### src/rtl/mem_port_arbiter.sv
// Shared memory-port arbiter and sequencer: fetch (port 0) vs data (port 1), with ack timeout.
// Optional FAIR_RR_EN: round-robin tie-break between simultaneous requests.

module mem_port_arbiter_mux2 #(
    parameter int W = 8
) (
    input  logic         sel,
    input  logic [W-1:0] a,
    input  logic [W-1:0] b,
    output logic [W-1:0] y
);
    assign y = sel ? b : a;
endmodule

// state | meaning
// IDLE  | no owner, waiting for a request
// BUSY  | owner holds the memory port, mem_req high, waiting for mem_ack
// RESP  | done pulse (and timeout_err if aborted) to the owner
module mem_port_arbiter #(
    parameter int ADDR_WIDTH     = 8,
    parameter int DATA_WIDTH     = 8,
    parameter int TIMEOUT_CYCLES = 15
) (
    input  logic                  clk,
    input  logic                  rst,
    input  logic                  req0,
    input  logic [ADDR_WIDTH-1:0] addr0,
    input  logic                  req1,
    input  logic                  we1,
    input  logic [ADDR_WIDTH-1:0] addr1,
    input  logic [DATA_WIDTH-1:0] wdata1,
    input  logic                  mem_ack,
    input  logic [DATA_WIDTH-1:0] mem_rdata,
    output logic                  mux_sel,
    output logic                  mem_req,
    output logic                  mem_we,
    output logic [ADDR_WIDTH-1:0] mem_addr,
    output logic [DATA_WIDTH-1:0] mem_wdata,
    output logic                  gnt0,
    output logic                  gnt1,
    output logic                  done0,
    output logic                  done1,
    output logic [DATA_WIDTH-1:0] rdata,
    output logic                  timeout_err
);
    localparam int CW = $clog2(TIMEOUT_CYCLES) + 1;
    localparam logic [CW-1:0] CNT_LAST = CW'(TIMEOUT_CYCLES - 1);

    typedef enum logic [1:0] {IDLE, BUSY, RESP} state_t;

    state_t        state;
    logic [CW-1:0] cnt;
    logic          win;

`ifdef FAIR_RR_EN
    logic last_winner;

    // Ties go to whichever port did not win last; single requests win outright.
    always_comb begin
        win = req1;
        if (req0 && req1)
            win = ~last_winner;
    end
`else
    always_comb begin
        win = req1;
    end
`endif

    always_ff @(posedge clk) begin
        if (rst) begin
            state       <= IDLE;
            cnt         <= '0;
            mux_sel     <= 1'b0;
            mem_req     <= 1'b0;
            gnt0        <= 1'b0;
            gnt1        <= 1'b0;
            done0       <= 1'b0;
            done1       <= 1'b0;
            timeout_err <= 1'b0;
            rdata       <= '0;
`ifdef FAIR_RR_EN
            last_winner <= 1'b0;
`endif
        end else begin
            done0       <= 1'b0;
            done1       <= 1'b0;
            timeout_err <= 1'b0;
            case (state)
                IDLE: begin
                    if (req0 || req1) begin
                        mux_sel <= win;
                        gnt0    <= ~win;
                        gnt1    <= win;
                        cnt     <= '0;
                        mem_req <= 1'b1;
                        state   <= BUSY;
`ifdef FAIR_RR_EN
                        last_winner <= win;
`endif
                    end
                end
                BUSY: begin
                    if (mem_ack) begin
                        rdata   <= mem_rdata;
                        mem_req <= 1'b0;
                        done0   <= gnt0;
                        done1   <= gnt1;
                        state   <= RESP;
                    end else if (cnt == CNT_LAST) begin
                        rdata       <= '0;
                        mem_req     <= 1'b0;
                        done0       <= gnt0;
                        done1       <= gnt1;
                        timeout_err <= 1'b1;
                        state       <= RESP;
                    end else begin
                        cnt <= cnt + CW'(1);
                    end
                end
                RESP: begin
                    gnt0  <= 1'b0;
                    gnt1  <= 1'b0;
                    state <= IDLE;
                end
                default: state <= IDLE;
            endcase
        end
    end

    mem_port_arbiter_mux2 #(.W(ADDR_WIDTH)) u_addr_mux (
        .sel (mux_sel),
        .a   (addr0),
        .b   (addr1),
        .y   (mem_addr)
    );

    assign mem_we    = mem_req & mux_sel & we1;
    assign mem_wdata = mux_sel ? wdata1 : '0;

endmodule

### config.mk
export PLATFORM = sky130hd
export DESIGN_NAME = mem_port_arbiter
export DESIGN_NICKNAME = d
export VERILOG_FILES = /design/src/rtl/mem_port_arbiter.sv
export SDC_FILE = /design/constraint.sdc
export NUM_CORES = 1
export LEC_CHECK = 0
export BUFFER_PORTS_ARGS = -buffer_cell sky130_fd_sc_hd__buf_2
export CAP_MARGIN = 40
export CORE_ASPECT_RATIO = 1.75
export CORE_MARGIN = 2
export CORE_UTILIZATION = 46
export DETAILED_ROUTE_END_ITERATION = 16
export PLACE_DENSITY = 0.84
export SYNTH_ARGS = -nofsm -noshare
export SYNTH_HDL_FRONTEND = slang
export SYNTH_HIERARCHICAL = 1
export SYNTH_SLANG_ARGS = --single-unit
export TNS_END_PERCENT = 20
### constraint.sdc
create_clock -name clk -period 3.44 [get_ports clk]
set_clock_uncertainty 0.2 [all_clocks]
set_input_delay 0.516 -clock clk [delete_from_list [all_inputs] [get_ports clk]]
set_output_delay 0.516 -clock clk [all_outputs]
set_load 0.005 [all_outputs]
==> impl_metrics.toml, run 1 <==
[sta]
hold_viol_final = 0
setup_tns_ns = 0
period_share = 0.646
timing.slew.headroom = 0.544
min_period_ns = 2.22
fin_ws_ns = 1.22
fmax_mhz = 450
slew_violations = 0
worst_slew_pin_slew_ns = 0.684
setup_viol = 0
rsz0062_at_grt = "no"

[die]
rows = 24
die_width_um = 42.2
initial_utilization = 0.476
dieArea_mm2 = 0.00298
io_pins = 70
die_y_um = 70.8
core_mm2 = 0.00246

[clock_network]
cts_tree = "built"
clk_pin_slew_ns = 0.07
cts_max_path_buffers = 2
htree_levels = 1
ctsResizeCount = 0
postCtsSetupBuffers = 0
hold_buffers = 0
clock_latency_ns = 0.26
cts_sinks = 22
numCtsBuffers = 3
cts_root_buffer = "clkbuf_8"

[layout]
utilization = 0.627
nNetsFinal = 230
drive_above_1_share = 0.431
area.growth.synth_to_final_pct = 31.6
antennaDiodeCount = 0

[hold_path]
min_path_type = "flip-flop to flip-flop"
hold_depth = 1

[route]
vias = 1227
totalWireLength_um = 3010
first_pass_iters = 4
routed_via_density = 5.73
remaining_drc_errors = 0
postRouteAntennaNets = 0
drt_iter0_markers = 37
wl_per_cell_um = 14.1

[synthesis]
ys_warn_count = 6
synth_common_cells = "22 x dfxtp_1, 13 x a21oi_1, 9 x nand3b_1"
yosysTopAreaCell = "dfxtp_1"
syn_nets = 165
synth-edff-count = 0
yosysSeqAreaShare = 0.376
ys.flop_type = "dfxtp_1"
synth_area_leaders = "dfxtp_1 38%, mux2_4 10%, nand3b_1 5.8%, a21oi_1 5.5%, a22oi_1 5.1%"
synth_most_common_cell = "dfxtp_1"
ys_ff_latch = 22
syn_area_mm2 = 0.00117
syn_inst = 125
synth_top_area_share = 0.376
synth_area_per_cell_um2 = 9.38
async_flop_share = 0
synthDistinctLibCells = 36

[power_and_ir_drop]
ir_drop_mv = 0.300
finalPower_uw = 564
p_leak_nw = 0.737
powerDensity_mw_per_mm2 = 365

[worst_setup_path]
critPathKind = "flip-flop to output pin"
startpoint_type = "flip-flop"
arrival_ns = 1.51
cp_max_fo = 19
required_ns = 2.72
r2r.worst_path.cells = 3
end_kind = "output pin"

[global_routing]
grt.busiest_layer = "met2"
grt_start_max_net_pins = 25
grt_pass1_wl_um = 4810
use_met3 = 0.0485
gr-total-overflow = 0
grt.total_usage = 0.202
antenna_found_initial = 0
gr-usage-met2 = 0.402
global_route.usage.met1 = 0.186
grt_pass1_vias = 1119

[placement]
dpl.hpwl_um = 2350
place.gp.congestion = 0.837
place_ws_ns = 1.40
io_buffers = 69

[run]
max-cap-violations = 0

[run_status]
status = "complete, no violations"
[layer usage]
layer  vias up  part of all wire
li1        585                 -
met3         5              0.11
met4         0             0.018
met1       565              0.32
met2        72              0.54
met5         -                 0
[cell usage in the layout (no fill, tap or decap), types with 2 or more instances in the layout]
master    netlist  routed
or3_1           2       2
a22oi_1         8       8
o21ai_0         4       4
nor3b_1         3       3
clkbuf_8        0       3
mux2_4          8       8
o22ai_1         2       2
a21oi_1        13      13
nand3_1         2       2
buf_2           0      69
dfxtp_1        22      22
nor2_1          7       7
inv_1           2       2
nor2b_1         3       3
o221ai_1        3       3
ha_1            2       2
nand3b_1        9       9
and2_1          8       8
[registers in the layout (all words and copies together), names as in the netlist]
name	count
done1	1
gnt1	1
cnt	5
gnt0	1
done0	1
mux_sel	1
timeout_err	1
state	2
rdata	8
mem_req	1
[per-stage QoR]
| stage | area, um^2 | instances | hold slack, ns |
|---|---|---|---|
| CTS | 1540 | 214 | 0.294 |
| floorplan | 1170 | 125 | 0.278 |
| global route | 1540 | 214 | 0.315 |
| global placement | 1500 | 211 | 0.276 |
| detailed placement | 1500 | 211 | 0.284 |
| finish | 1540 | 214 | 0.290 |
[final timing paths]
kind | start | endpoint | slack, ns
worst min-delay path | gnt0 | done0 | 0.29
worst max-delay path | mux_sel | mem_addr[4] | 1.22
worst max register to register | state[0] | cnt[3] | 1.62
worst min register to register | gnt0 | done0 | 0.29
[kinds of logic after synthesis]
group / count (synthesis) / synth area share
buf+inv: 11 / 0.0480
flops: 22 / 0.376
compound gates: 34 / 0.184
fa+ha+maj: 2 / 0.0213
mux: 9 / 0.111
simple gates: 47 / 0.260
[critical path, stage by stage, from the launching register on]
cell and delay [ns]:
dfxtp_1 0.76, mux2_4 0.35, buf_2 0.13
[final cells by class]
| cell class | count | area (um^2) |
|---|---|---|
| clock buffer | 3 | 41.3 |
| fill | 232 | 920 |
| inverter | 2 | 7.51 |
| multi-input combinational | 92 | 676 |
| sequential | 22 | 440 |
| tap | 26 | 32.5 |
| timing repair buffer | 69 | 345 |
[power breakdown]
group / leakage, nW / switching (mW) / total [mW] / internal [mW]
combinational: 0.536 / 0.0492 / 0.118 / 0.0692
clock: 0.0216 / 0.0810 / 0.159 / 0.0783
sequential: 0.180 / 0.0174 / 0.286 / 0.269
total: 0.737 / 0.148 / 0.564 / 0.416
No activity file was read; power rests on OpenSTA's default activity.
==> run 2: changes to the inputs <==
--- a/config.mk
+++ b/config.mk
@@ -5,13 +5,14 @@
 export SDC_FILE = /design/constraint.sdc
 export NUM_CORES = 1
 export LEC_CHECK = 0
+export ABC_AREA = 1
 export BUFFER_PORTS_ARGS = -buffer_cell sky130_fd_sc_hd__buf_2
 export CAP_MARGIN = 40
 export CORE_ASPECT_RATIO = 1.75
 export CORE_MARGIN = 2
-export CORE_UTILIZATION = 46
+export CORE_UTILIZATION = 38
 export DETAILED_ROUTE_END_ITERATION = 16
-export PLACE_DENSITY = 0.84
+export PLACE_DENSITY = 0.75
 export SYNTH_ARGS = -nofsm -noshare
 export SYNTH_HDL_FRONTEND = slang
 export SYNTH_HIERARCHICAL = 1
==> constraint.sdc (replaced) <==
create_clock -name clk -period 1.8 [get_ports clk]
set_clock_uncertainty 0.2 [all_clocks]
set_input_delay 0.27 -clock clk [delete_from_list [all_inputs] [get_ports clk]]
set_output_delay 0.27 -clock clk [all_outputs]
set_load 0.005 [all_outputs]
==> run 2 against run 1 <==
Net effect:
- synthesized cell count up 25%
- non-clock buffer count up 1
- sequential power up 84%
- global-route usage down 4.5 points
- die area up 15%
- final cell count up 18%
- setup slack worse by 1.1 ns
- critical path type unchanged
- critical endpoint is now mem_addr[7]
- largest cell class unchanged
==> impl_metrics.toml, run 2 <==
[sta]
hold_viol_final = 0
setup_viol = 0
min_period_ns = 1.64
setup_tns_ns = 0
rsz0062_at_grt = "no"
timing.slew.headroom = 0.747
worst_slew_pin_slew_ns = 0.380
fmax_mhz = 608
period_share = 0.913
slew_violations = 0

[route]
first_pass_iters = 4
postRouteAntennaNets = 0
drt_iter0_markers = 11
routed_via_density = 4.64
vias = 1173
remaining_drc_errors = 0
totalWireLength_um = 2590
wl_per_cell_um = 10.2

[run_status]
status = "complete, no violations"

[die]
initial_utilization = 0.393
io_pins = 70
dieArea_mm2 = 0.00343
core_mm2 = 0.00286
rows = 26
die_width_um = 45.2
die_y_um = 76.0

[layout]
largest-register = "rdata"
nNetsFinal = 266
seqCellArea_um2 = 440
layout_commonest_cell = "buf_2"
largest_reg_flops = 8
final_cells = 253
reg_top3 = "rdata: 8 flops, cnt: 5 flops, state: 2 flops"
post-route-cell-area_mm2 = 0.00153
antennaDiodeCount = 0
drive_above_1_share = 0.409
mostFrequentLayoutCells = "69 x buf_2, 54 x nand2_1, 22 x dfxtp_1"
area.growth.synth_to_final_pct = 35.9
fillCellCount = 305
utilization = 0.535
multi_input_area_um2 = 561

[worst_setup_path]
end_kind = "output pin"
crit-reg2reg-launch = "cnt[0]"
crit_path_top_delay_cell = "dfxtp_1"
max_stage_delay_ns = 0.44
arrival_ns = 1.17
required_ns = 1.33
cp_max_fo = 14
cpMostUsedCell = "nand2_1"
r2r.worst_path.cells = 10
path_cells = "buf_4, nand2_1, nand2_1, buf_2"
crit_family = "flip-flops"
worst-path-buf-inv = 2
r2r-end = "cnt[3]"
startpoint_type = "flip-flop"
critPathKind = "flip-flop to output pin"
rrSetupSlack_ns = 0.29

[clock_network]
cts_max_path_buffers = 2
cts_root_buffer = "clkbuf_8"
numCtsBuffers = 3
clk_pin_slew_ns = 0.07
htree_levels = 1
hold_buffers = 0
ctsResizeCount = 0
cts_tree = "built"
postCtsSetupBuffers = 0
cts_sinks = 22
clock_latency_ns = 0.26

[hold_path]
hold_end = "rdata[1]"
hp-start = "mem_rdata[1]"
min_path_type = "input pin to flip-flop"
hold_depth = 3

[placement]
dpl_cell_area_mm2 = 0.00148
io_buffers = 69
place.gp.congestion = 0.726
dp.cells = 249
dpl.hpwl_um = 2100

[synthesis]
synth_most_common_cell = "nand2_1"
syn_area_mm2 = 0.00113
synth_area_leaders = "dfxtp_1 39%, nand2_1 18%, a21oi_1 6.2%, nand3_1 5.8%, inv_1 5.0%"
synthDistinctLibCells = 28
async_flop_share = 0
ys_ff_latch = 22
ys_warn_count = 6
synth_area_per_cell_um2 = 7.22
synth-edff-count = 0
syn_nets = 196
syn_inst = 156
synth_common_cells = "54 x nand2_1, 22 x dfxtp_1, 15 x inv_1"
yosysTopAreaCell = "dfxtp_1"
yosysSeqAreaShare = 0.391
ys.flop_type = "dfxtp_1"
synth_top_area_share = 0.391

[global_routing]
gr-total-overflow = 0
antenna_found_initial = 0
grt.total_usage = 0.157
grt_pass1_wl_um = 4150
grt_pass1_vias = 1100
grt_start_max_net_pins = 20

[power_and_ir_drop]
ir_drop_mv = 0.534
powerDensity_mw_per_mm2 = 712
p_leak_nw = 0.921
finalPower_mw = 1.09

[run]
max-cap-violations = 0
[run 2: cell types whose count changed after synthesis, sizes merged, moves of 8 or more]
cell    change
nand2      +58
nand3b      -8
and2        -8
nand3      +13
mux2        -8
a22oi       -8
inv        +19
[run 2: worst max-delay path by stage]
stage                 start      endpoint  slack, ns  cells past startpoint
floorplan            cnt[0]       mem_req       0.42                      9
global placement     cnt[0]      rdata[1]       0.36                      9
detailed placement   cnt[0]        cnt[3]       0.31                     10
CTS                 mux_sel   mem_addr[7]       0.13                      4
global route        mux_sel  mem_wdata[7]       0.06                      4
finish              mux_sel   mem_addr[7]       0.16                      4
[run 2: cell families (layout without fill, tap and decap cells)]
group	after synthesis	count (layout)	share of synthesized area
AO/OA/AOI/OAI	16	16	0.0778
XOR/XNOR	3	3	0.0233
adder cells (fa/ha/maj)	2	2	0.0222
buffers and inverters	27	96	0.111
flip-flops	22	22	0.391
multiplexers	1	1	0.00889
AND/OR/NAND/NOR	85	85	0.366
[run 2: layout make-up]
class,count,share of cell area
clock buffer,4,0.0360
inverter,22,0.0564
multi-input combinational,107,0.366
sequential,22,0.288
tap,28,0.0229
timing repair buffer,70,0.231
[run 2: worst min-delay path: cells and delay by family]
kind | cells | cell delay [ns]
AO/OA/AOI/OAI | 1 | 0.05
buffers and inverters | 1 | 0.10
AND/OR/NAND/NOR | 1 | 0.05
[run 2: stage by stage]
step	setup WS, ns	hold slack, ns
after floorplan	0.424	0.148
after global placement	0.359	0.263
after detailed placement	0.307	0.268
after CTS	0.127	0.0519
after global routing	0.0595	0.0587
final	0.156	0.0566
[run 2: where the power goes]
group / total, mW / switching (mW) / internal, mW
combinational: 0.219 / 0.118 / 0.101
clock: 0.345 / 0.150 / 0.195
sequential: 0.526 / 0.0163 / 0.509
[run 2: metal layers]
| layer | wire (um) | up-vias | part of all wire | GRT usage |
|---|---|---|---|---|
| met2 | 1490 | 42 | 0.57 | 0.321 |
| li1 | - | 621 | - | - |
| met3 | 224 | 5 | 0.086 | 0.0166 |
| met5 | 0 | - | 0 | 0 |
| met4 | 46 | 0 | 0.018 | 0.0676 |
| met1 | 834 | 505 | 0.32 | 0.133 |
==> run 3: changes to the inputs <==
--- a/config.mk
+++ b/config.mk
@@ -8,11 +8,13 @@
 export ABC_AREA = 1
 export BUFFER_PORTS_ARGS = -buffer_cell sky130_fd_sc_hd__buf_2
 export CAP_MARGIN = 40
+export CELL_PAD_IN_SITES_DETAIL_PLACEMENT = 1
+export CELL_PAD_IN_SITES_GLOBAL_PLACEMENT = 1
 export CORE_ASPECT_RATIO = 1.75
 export CORE_MARGIN = 2
-export CORE_UTILIZATION = 38
+export CORE_UTILIZATION = 25
 export DETAILED_ROUTE_END_ITERATION = 16
-export PLACE_DENSITY = 0.75
+export PLACE_DENSITY_LB_ADDON = 0.1
 export SYNTH_ARGS = -nofsm -noshare
 export SYNTH_HDL_FRONTEND = slang
 export SYNTH_HIERARCHICAL = 1
==> run 3 against run 2 <==
Net effect:
- hold slack better by 0.0029 ns
- total power shrank 3.5%
- critical endpoint is now mem_wdata[5]
- sequential power barely moved
- clock-buffer cell count down 1
==> impl_metrics.toml, run 3 (synthesis gave the netlist of run 2 again) <==
[worst_setup_path]
arrival_ns = 1.13
critPathKind = "flip-flop to output pin"
max_stage_delay_ns = 0.46
crit_path_top_delay_cell = "dfxtp_2"
cp_max_fo = 13
required_ns = 1.33
end_kind = "output pin"
startpoint_type = "flip-flop"
path_cells = "buf_4, nand2_1, inv_1, buf_2"

[route]
vias = 1239
wl_per_cell_um = 12.1
drt_iter0_markers = 2
remaining_drc_errors = 0
postRouteAntennaNets = 0
totalWireLength_um = 3330
routed_via_density = 4.51
first_pass_iters = 2

[sta]
period_share = 0.890
hold_viol_final = 0
rsz0062_at_grt = "no"
fmax_mhz = 624
min_period_ns = 1.60
setup_viol = 0
timing.slew.headroom = 0.731
slew_violations = 0
setup_tns_ns = 0
worst_slew_pin_slew_ns = 0.404

[die]
io_pins = 70
die_y_um = 92.8
rows = 32
core_mm2 = 0.00436
die_width_um = 54.7
initial_utilization = 0.258
dieArea_mm2 = 0.00508

[placement]
io_buffers = 69
place.gp.congestion = 0.741
dpl.hpwl_um = 2820

[power_and_ir_drop]
p_seq_frac = 0.503
powerDensity_mw_per_mm2 = 680
p_int_uw = 760
p_comb_frac = 0.214
clock_power_share = 0.283
ir_drop_mv = 0.355
finalPower_mw = 1.05
switching_share = 0.277
power_switching_uw = 291
p_leak_nw = 0.914

[layout]
area.growth.synth_to_final_pct = 37.3
mostFrequentLayoutCells = "69 x buf_2, 54 x nand2_1, 21 x dfxtp_1"
reg_top3 = "rdata: 8 flops, cnt: 5 flops, state: 2 flops"
drive_above_1_share = 0.411
largest_reg_flops = 8
nNetsFinal = 266
antennaDiodeCount = 0
layout_commonest_cell = "buf_2"
largest-register = "rdata"

[run_status]
status = "complete, no violations"

[clock_network]
cts_max_path_buffers = 2
postCtsSetupBuffers = 0
clk_pin_slew_ns = 0.08
cts_root_buffer = "clkbuf_8"
cts_sinks = 22
clock_latency_ns = 0.26
htree_levels = 1
cts_tree = "built"
numCtsBuffers = 3

[global_routing]
grt_pass1_vias = 1294
antenna_found_initial = 0
grt_start_max_net_pins = 20
grt_pass1_wl_um = 5150
grt.total_usage = 0.136
gr-total-overflow = 0

[run]
max-cap-violations = 0

[hold_path]
min_path_type = "input pin to flip-flop"
[run 3: routing by layer]
| layer | track usage | part of all wire | up-vias |
|---|---|---|---|
| met5 | 0 | 0 | - |
| met4 | 0.0563 | 0.014 | 0 |
| met3 | 0.0210 | 0.095 | 4 |
| met2 | 0.277 | 0.57 | 49 |
| met1 | 0.115 | 0.32 | 567 |
| li1 | - | - | 619 |
[run 3: worst paths after layout]
path                     start      endpoint  slack [ns]  cells after the start
setup reg to reg        cnt[0]      rdata[3]        0.25                      9
hold / removal    mem_rdata[6]      rdata[6]        0.06                      3
setup / recovery       mux_sel  mem_wdata[5]        0.20                      4
hold reg to reg       rdata[2]      rdata[2]        0.28                      2
[run 3: layout make-up]
class / instances / area [um^2]
multi-input cells: 107 / 561
fillers: 587 / 2820
flip-flops and latches: 22 / 442
inverters: 22 / 86.3
clock buffers: 3 / 41.3
well taps: 51 / 63.8
repair buffers: 70 / 353
[run 3: timing repair]
action / CTS / global route
hold buffers: 0 / 0
resized for setup: 0 / 1
setup endpoints to repair: 0 / 16
[run 3: critical path: cells and delay by family (launching register included)]
| family | cells | cell delay (ns) |
|---|---|---|
| flip-flops | 1 | 0.46 |
| buffers and inverters | 3 | 0.36 |
| AND/OR/NAND/NOR | 1 | 0.06 |
[run 3: power by group through the flow]
stage                     clock network, mW  registers, mW  logic [mW]
final                                 0.298          0.529       0.225
after global routing                  0.338          0.534       0.259
after CTS                             0.313          0.530       0.231
after detailed placement                  0          0.541       0.229
after global placement                    0          0.540       0.222
after floorplan                           0          0.535       0.127
[run 3: metrics by stage]
| stage | worst slack (ns) | hold slack (ns) | instances | instance area [um^2] | utilization |
|---|---|---|---|---|---|
| after floorplan | 0.424 | 0.148 | 156 | 1130 | - |
| after global placement | 0.339 | 0.264 | 272 | 1500 | 0.345 |
| after detailed placement | 0.257 | 0.277 | 272 | 1500 | 0.345 |
| after CTS | 0.00876 | 0.0570 | 275 | 1550 | 0.354 |
| after global routing | 0.0686 | 0.0681 | 275 | 1550 | 0.354 |
| final | 0.198 | 0.0595 | 275 | 1550 | 0.354 |
